## src/rtl/cpu_pkg.sv

```systemverilog
// Shared CPU definitions: register address width, pipeline controller states
// and the bundle of pipeline control strobes.
package cpu_pkg;

    localparam int unsigned REG_ADDR_W      = 5;
    localparam int unsigned CNT_W_DEF       = 32;
    localparam int unsigned MEM_TIMEOUT_DEF = 16;

    typedef enum logic [1:0] {
        IDLE    = 2'd0,
        RUN     = 2'd1,
        MEMWAIT = 2'd2
    } pctrl_state_t;

    typedef struct packed {
        logic pc_we;
        logic ifid_we;
        logic ifid_flush;
        logic idex_bubble;
        logic pipe_we;
    } pctrl_ctl_t;

    // Free-running pipeline: every register advances, optional IF/ID flush.
    function automatic pctrl_ctl_t ctl_advance(input logic flush);
        pctrl_ctl_t c;
        c.pc_we       = 1'b1;
        c.ifid_we     = 1'b1;
        c.ifid_flush  = flush;
        c.idex_bubble = 1'b0;
        c.pipe_we     = 1'b1;
        return c;
    endfunction

endpackage

```

## src/rtl/hazard_detect.sv

```systemverilog
// Load-use hazard compare between the load in EX and the sources of ID.
module hazard_detect
    import cpu_pkg::*;
(
    input  logic                  ex_memread_i,
    input  logic [REG_ADDR_W-1:0] ex_rd_i,
    input  logic [REG_ADDR_W-1:0] id_rs1_i,
    input  logic [REG_ADDR_W-1:0] id_rs2_i,
    output logic                  load_use_o
);

    // x0 is never a real producer, so a load into it cannot create a hazard.
    assign load_use_o = ex_memread_i
                     && (ex_rd_i != '0)
                     && ((ex_rd_i == id_rs1_i) || (ex_rd_i == id_rs2_i));

endmodule

```

## src/rtl/pipeline_ctrl.sv

```systemverilog
// Pipeline sequencing / hazard controller: run gating, load-use stall, branch flush,
// memory freeze with timeout. Event counters exist only with PIPELINE_CTRL_PERF_CNT_EN.
module pipeline_ctrl
    import cpu_pkg::*;
#(
    parameter int unsigned CNT_W       = CNT_W_DEF,
    parameter int unsigned MEM_TIMEOUT = MEM_TIMEOUT_DEF
) (
    input  logic                  clk_i,
    input  logic                  rst_i,
    input  logic                  start_i,
    input  logic [REG_ADDR_W-1:0] id_rs1_i,
    input  logic [REG_ADDR_W-1:0] id_rs2_i,
    input  logic                  ex_memread_i,
    input  logic [REG_ADDR_W-1:0] ex_rd_i,
    input  logic                  id_branch_taken_i,
    input  logic                  mem_req_i,
    input  logic                  mem_ack_i,
    output logic                  pc_we_o,
    output logic                  ifid_we_o,
    output logic                  ifid_flush_o,
    output logic                  idex_bubble_o,
    output logic                  pipe_we_o,
    output logic [CNT_W-1:0]      stall_cnt_o,
    output logic [CNT_W-1:0]      flush_cnt_o,
    output logic                  err_o
);

    localparam int unsigned TMO_W = (MEM_TIMEOUT < 2) ? 1 : $clog2(MEM_TIMEOUT + 1);

    pctrl_state_t     state_q;
    pctrl_state_t     state_d;
    pctrl_ctl_t       ctl;
    logic             load_use;
    logic             freeze;
    logic             stall_ev;
    logic             flush_ev;
    logic [TMO_W-1:0] frz_cnt_q;
    logic [TMO_W-1:0] frz_cnt_d;
    logic             tmo_hit;

    hazard_detect u_hazard_detect (
        .ex_memread_i (ex_memread_i),
        .ex_rd_i      (ex_rd_i),
        .id_rs1_i     (id_rs1_i),
        .id_rs2_i     (id_rs2_i),
        .load_use_o   (load_use)
    );

    // State register.
    always_ff @(posedge clk_i) begin
        if (rst_i) begin
            state_q <= IDLE;
        end else begin
            state_q <= state_d;
        end
    end

    // Next state and control strobes; dropping start_i halts everything in place.
    always_comb begin
        state_d  = state_q;
        ctl      = '0;
        freeze   = 1'b0;
        stall_ev = 1'b0;
        flush_ev = 1'b0;
        case (state_q)
            IDLE: begin
                if (start_i) begin
                    state_d = RUN;
                end
            end
            RUN, MEMWAIT: begin
                if (!start_i) begin
                    state_d = IDLE;
                end else begin
                    if (state_q == RUN) begin
                        freeze = mem_req_i && !mem_ack_i;
                    end else begin
                        freeze = !mem_ack_i;
                    end
                    state_d = freeze ? MEMWAIT : RUN;
                    if (freeze) begin
                        ctl = '0;
                    end else if (load_use) begin
                        // Branch operand is stale during the stall, so no flush yet.
                        ctl.idex_bubble = 1'b1;
                        ctl.pipe_we     = 1'b1;
                        stall_ev        = 1'b1;
                    end else if (id_branch_taken_i) begin
                        ctl      = ctl_advance(1'b1);
                        flush_ev = 1'b1;
                    end else begin
                        ctl = ctl_advance(1'b0);
                    end
                end
            end
            default: begin
                state_d = IDLE;
            end
        endcase
    end

    assign pc_we_o       = ctl.pc_we;
    assign ifid_we_o     = ctl.ifid_we;
    assign ifid_flush_o  = ctl.ifid_flush;
    assign idex_bubble_o = ctl.idex_bubble;
    assign pipe_we_o     = ctl.pipe_we;

    // Freeze-cycle count: the RUN cycle that raises the request is freeze cycle 1.
    always_comb begin
        frz_cnt_d = frz_cnt_q;
        tmo_hit   = 1'b0;
        if (state_q == RUN) begin
            frz_cnt_d = TMO_W'(1);
        end else if (frz_cnt_q != TMO_W'(MEM_TIMEOUT)) begin
            frz_cnt_d = frz_cnt_q + TMO_W'(1);
        end
        if (MEM_TIMEOUT != 0) begin
            tmo_hit = (frz_cnt_d == TMO_W'(MEM_TIMEOUT));
        end
    end

    always_ff @(posedge clk_i) begin
        if (rst_i) begin
            frz_cnt_q <= '0;
            err_o     <= 1'b0;
        end else if (freeze) begin
            frz_cnt_q <= frz_cnt_d;
            if (tmo_hit) begin
                err_o <= 1'b1;
            end
        end
    end

`ifdef PIPELINE_CTRL_PERF_CNT_EN
    // Stall / flush event counters, wrapping naturally.
    always_ff @(posedge clk_i) begin
        if (rst_i) begin
            stall_cnt_o <= '0;
            flush_cnt_o <= '0;
        end else begin
            if (stall_ev) begin
                stall_cnt_o <= stall_cnt_o + CNT_W'(1);
            end
            if (flush_ev) begin
                flush_cnt_o <= flush_cnt_o + CNT_W'(1);
            end
        end
    end
`else
    logic unused_ev;
    assign unused_ev   = stall_ev ^ flush_ev;
    assign stall_cnt_o = '0;
    assign flush_cnt_o = '0;
`endif

endmodule

```

## config.mk

```make
export PLATFORM = sky130hd
export DESIGN_NAME = pipeline_ctrl
export DESIGN_NICKNAME = d
export VERILOG_FILES = /design/src/rtl/cpu_pkg.sv /design/src/rtl/hazard_detect.sv /design/src/rtl/pipeline_ctrl.sv
export SDC_FILE = /design/constraint.sdc
export NUM_CORES = 1
export LEC_CHECK = 0
export CAP_MARGIN = 30
export CORE_MARGIN = 5
export CORE_UTILIZATION = 34
export DETAILED_ROUTE_END_ITERATION = 10
export HOLD_SLACK_MARGIN = 0.02
export PLACE_DENSITY_LB_ADDON = 0.25
export SYNTH_ARGS = -nofsm -noshare
export SYNTH_HDL_FRONTEND = slang
export SYNTH_SLANG_ARGS = --single-unit
export TNS_END_PERCENT = 30
```

## constraint.sdc

```tcl
create_clock -name clk_i -period 2.5 [get_ports clk_i]
set_input_delay 0.75 -clock clk_i [delete_from_list [all_inputs] [get_ports clk_i]]
set_output_delay 0.75 -clock clk_i [all_outputs]
set_load 0.005 [all_outputs]
```

==> summary.txt <==
Floorplan
  – Die area: 4770 µm²
  – Die Wd: 69.1 µm
  – Top Ports: 92
  – Initial Utilization: 35.3%
  – Site row count: 21
  – CORE AREA: 3360 µm²
  – Die height: 69.1 µm

STA
  – Fin crit period: 2.66 ns
  – Max Freq: 376 MHz
  – Pins over their slew limit: 0
  – RSZ-0062 raised after global routing: true
  – Final cycle utilization of the critical path: 106%
  – Setup slack after layout: -0.162 ns
  – Final Setup Violations: 4
  – Clock Skews: 0.000593 ns
  – Hold Violations, Final: 0

Synth
  – Yosys cell types: 33
  – Ys Warns: 0
  – Mean post-synth cell area: 7.96 µm²
  – Register bit total from synthesis: 8
  – Cells after synthesis: 149
  – Post-Syn Area: 1190 µm²
  – Register area share after synthesis: 13.5%

Critical path
  – Register-to-Register Path Depth: 7
  – Critical path launch point: ex_rd_i[1]
  – Reg2reg setup slack: 0.79 ns
  – Slowest cell on crit path: or4_1
  – Worst Path Required: 1.75 ns
  – Critical Path Sink: ifid_we_o
  – WS Path Type: in2out
  – CP Buf/Inv Count: 3
  – Slowest stage delay, CP: 0.51 ns
  – Worst path cell trace: buf_6 -> or4_1 -> o21a_1 -> buf_6 -> a21oi_2 -> buf_2
  – Nature of the critical path endpoint: output pin
  – Critical path depth in cells: 6
  – Max FO, Critical Path: 2
  – Startpoint type of the worst setup path: primary input
  – Most frequent cell on the critical path: buf_6
  – Reg2reg start: state_q[1]
  – Reg2reg end: frz_cnt_q[3]
  – Crit path DAT: 1.91 ns
  – Top delay family on crit path: simple AND/OR/NAND/NOR gates

Clock network
  – CTS Hold Bufs: 0
  – Clk Latency, worst-skew pair: 0.26 ns
  – CTS root buf: clkbuf_4
  – Reg clk slew, reported paths: 0.06 ns
  – Htree depth: 1
  – Sink Count: 8
  – Largest buffer count on any clock path: 2
  – CTS tree: done
  – Clock buffer count from CTS: 3

Status
  – Failing checks: negative setup slack
  – Status: finished with violations

Finish
  – Fraction of layout instances using a drive strength above 1: 19.5%
  – Util after Layout: 40.8%
  – FILL cells: 361
  – Final nets: 219
  – Area growth from synthesis to layout: 15.8%
  – Final instance area: 1370 µm²
  – Antenna cells: 0

Routing
  – Residual DRC: 0
  – Antenna-violating nets left: 0
  – Routed wire length: 2410 µm
  – Vias: 879
  – Drt wl/cell: 10.2 µm
  – Vias/cell: 3.72
  – Iteration-0 DRC count of the detailed router: 38
  – DR pass1 iterations: 4

Power and ir drop
  – Internal Power: 0.000261 W
  – Sequential Power Share: 34.5%
  – Leak: 0.647 nW
  – Clock power share: 26.2%
  – Pwr Density: 282 nW/µm²
  – Worst-case vdd ir drop: 0.204 mV
  – Switching share of power: 32.7%
  – Combinational share of power: 39.2%
  – P_sw: 0.000127 W

Placement
  – Placed Instance Area: 1360 µm²
  – Placer Congestion: 0.776
  – IO Port Bufs: 27
  – Detail Placement HPWL: 2090 µm

Worst hold path
  – Hold depth: 2
  – Min-delay worst type: reg2reg

Global routing
  – Largest net degree at the start of global routing: 9
  – Global Route Usage Sum: 9.49%
  – GRT met3 Usage: 3.78%
  – Grt met2 use: 17.6%
  – First-pass GRT wire length: 3770 µm
  – GR Util met1: 10.2%
  – Initial antenna violation count: 0
  – Vias in the first global route: 837
  – Remaining global-route overflow: 0
  – Global route hottest layer: met2

Flow run
  – Total of max-cap violations: 0
routing by layer:
metal	wire length (µm)	up-vias
met5	0	-
met4	19	0
met3	255	2
met2	1280	48
met1	854	381
li1	-	448
layout by cell type (no fill, tap or decap), types with 2 or more instances in the layout:
cell             instances
clkdlybuf4s50_1         12
buf_6                    3
nand3_1                  4
inv_1                    5
buf_2                    6
conb_1                  64
xor2_1                   2
nand2_1                  8
nor3_1                   2
buf_4                   14
o21ai_0                  3
ha_1                     5
nor2_1                   4
nand3b_1                 2
a21oi_1                  7
dlygate4sd2_1            6
clkbuf_4                 3
dfxtp_1                  8
a31oi_1                  2
xnor2_1                 11
what timing repair did:
action | CTS | global route
endpoints found under the setup margin | 5 | 4
resized for setup | 46 | 0
buffers inserted | 1 | 0
hold endpoints to repair | 0 | 0
pin swaps | 9 | 3
layout make-up:
type | instances | area (µm²) | area share [%]
Clock buffer | 3 | 22.5 | 1.64
Inverter | 6 | 22.5 | 1.64
Sequential cell | 8 | 160 | 11.7
Timing Repair Buffer | 41 | 342 | 24.9
Multi-Input combinational cell | 132 | 769 | 56.0
Tap cell | 46 | 57.6 | 4.19
cells by family after synthesis:
| kind of cell | count (synthesis) | share of synthesized area (%) |
|---|---|---|
| compound gates | 21 | 12.9 |
| xor+xnor | 13 | 9.60 |
| fa+ha+maj | 5 | 5.27 |
| buf+inv | 72 | 43.4 |
| simple gates | 29 | 15.1 |
| flops | 8 | 13.5 |
| other cells | 1 | 0.316 |
through the flow:
| stage | setup WS [ns] | hold slack, ns | total power [W] | setup TNS (ns) | cells |
|---|---|---|---|---|---|
| 5_1_grt | -0.217 | 0.524 | 0.000420 | -0.787 | 236 |
| 3_5_place_dp | -0.826 | 0.489 | 0.000287 | -3.65 | 232 |
| 4_1_cts | -0.191 | 0.497 | 0.000387 | -0.654 | 236 |
| 6_report | -0.162 | 0.494 | 0.000388 | -0.587 | 236 |
| 3_3_place_gp | -0.794 | 0.478 | 0.000285 | -3.58 | 232 |
| 2_1_floorplan | 0.0199 | 0.462 | 0.000286 | 0 | 212 |
worst min path at each step:
| stage | startpoint | end | slack, ns |
|---|---|---|---|
| after floorplan | frz_cnt_q[4] | frz_cnt_q[4] | 0.46 |
| after global placement | frz_cnt_q[4] | frz_cnt_q[4] | 0.48 |
| after detailed placement | frz_cnt_q[4] | frz_cnt_q[4] | 0.49 |
| after CTS | frz_cnt_q[4] | frz_cnt_q[4] | 0.50 |
| after global routing | frz_cnt_q[4] | frz_cnt_q[4] | 0.52 |
| final | frz_cnt_q[4] | frz_cnt_q[4] | 0.49 |
synthesized netlist by cell type, drive strengths merged:
library cell  number  area (µm²)
o21ai              3        15.0
dfxtp              8         160
o211ai             1        7.51
nor4               1        12.5
conb               1        3.75
ha                 5        62.6
a2111oi            1        27.5
a211oi             2        20.0
o21a               1        7.51
xor2               2        17.5
and4bb             1        16.3
nor4b              1        8.76
nor2b              1        13.8
o22a               1        8.76
inv                6        22.5
nand3              4        20.0
xnor2             11        96.3
and3               1        6.26
o22ai              1        6.26
nand2              8        30.0
or4                1        7.51
a21oi              8        40.0
nand3b             2        15.0
o21bai             1        7.51
or3                2        17.5
nor2               5        21.3
a31oi              2        12.5
nor3               2        10.0
buf               66         492
worst register-to-register path: cells and delay by family (launching register included):
kind	cells	cell delay, ns
buf+inv	2	0.21
simple gates	2	0.54
flops	1	0.35
compound gates	2	0.30
fa+ha+maj	1	0.19
registers in the layout, summed over array words and instances (netlist names):
| name | cells |
|---|---|
| state_q | 2 |
| frz_cnt_q | 5 |
| err_o | 1 |
power groups by stage:
stage	registers (W)	clock network (W)	logic (W)
after floorplan	0.000136	0	0.000149
after global placement	0.000137	0	0.000148
after detailed placement	0.000137	0	0.000150
after CTS	0.000134	0.000104	0.000149
after global routing	0.000135	0.000116	0.000169
final	0.000134	0.000102	0.000152
(Power assumes the default switching activity.)
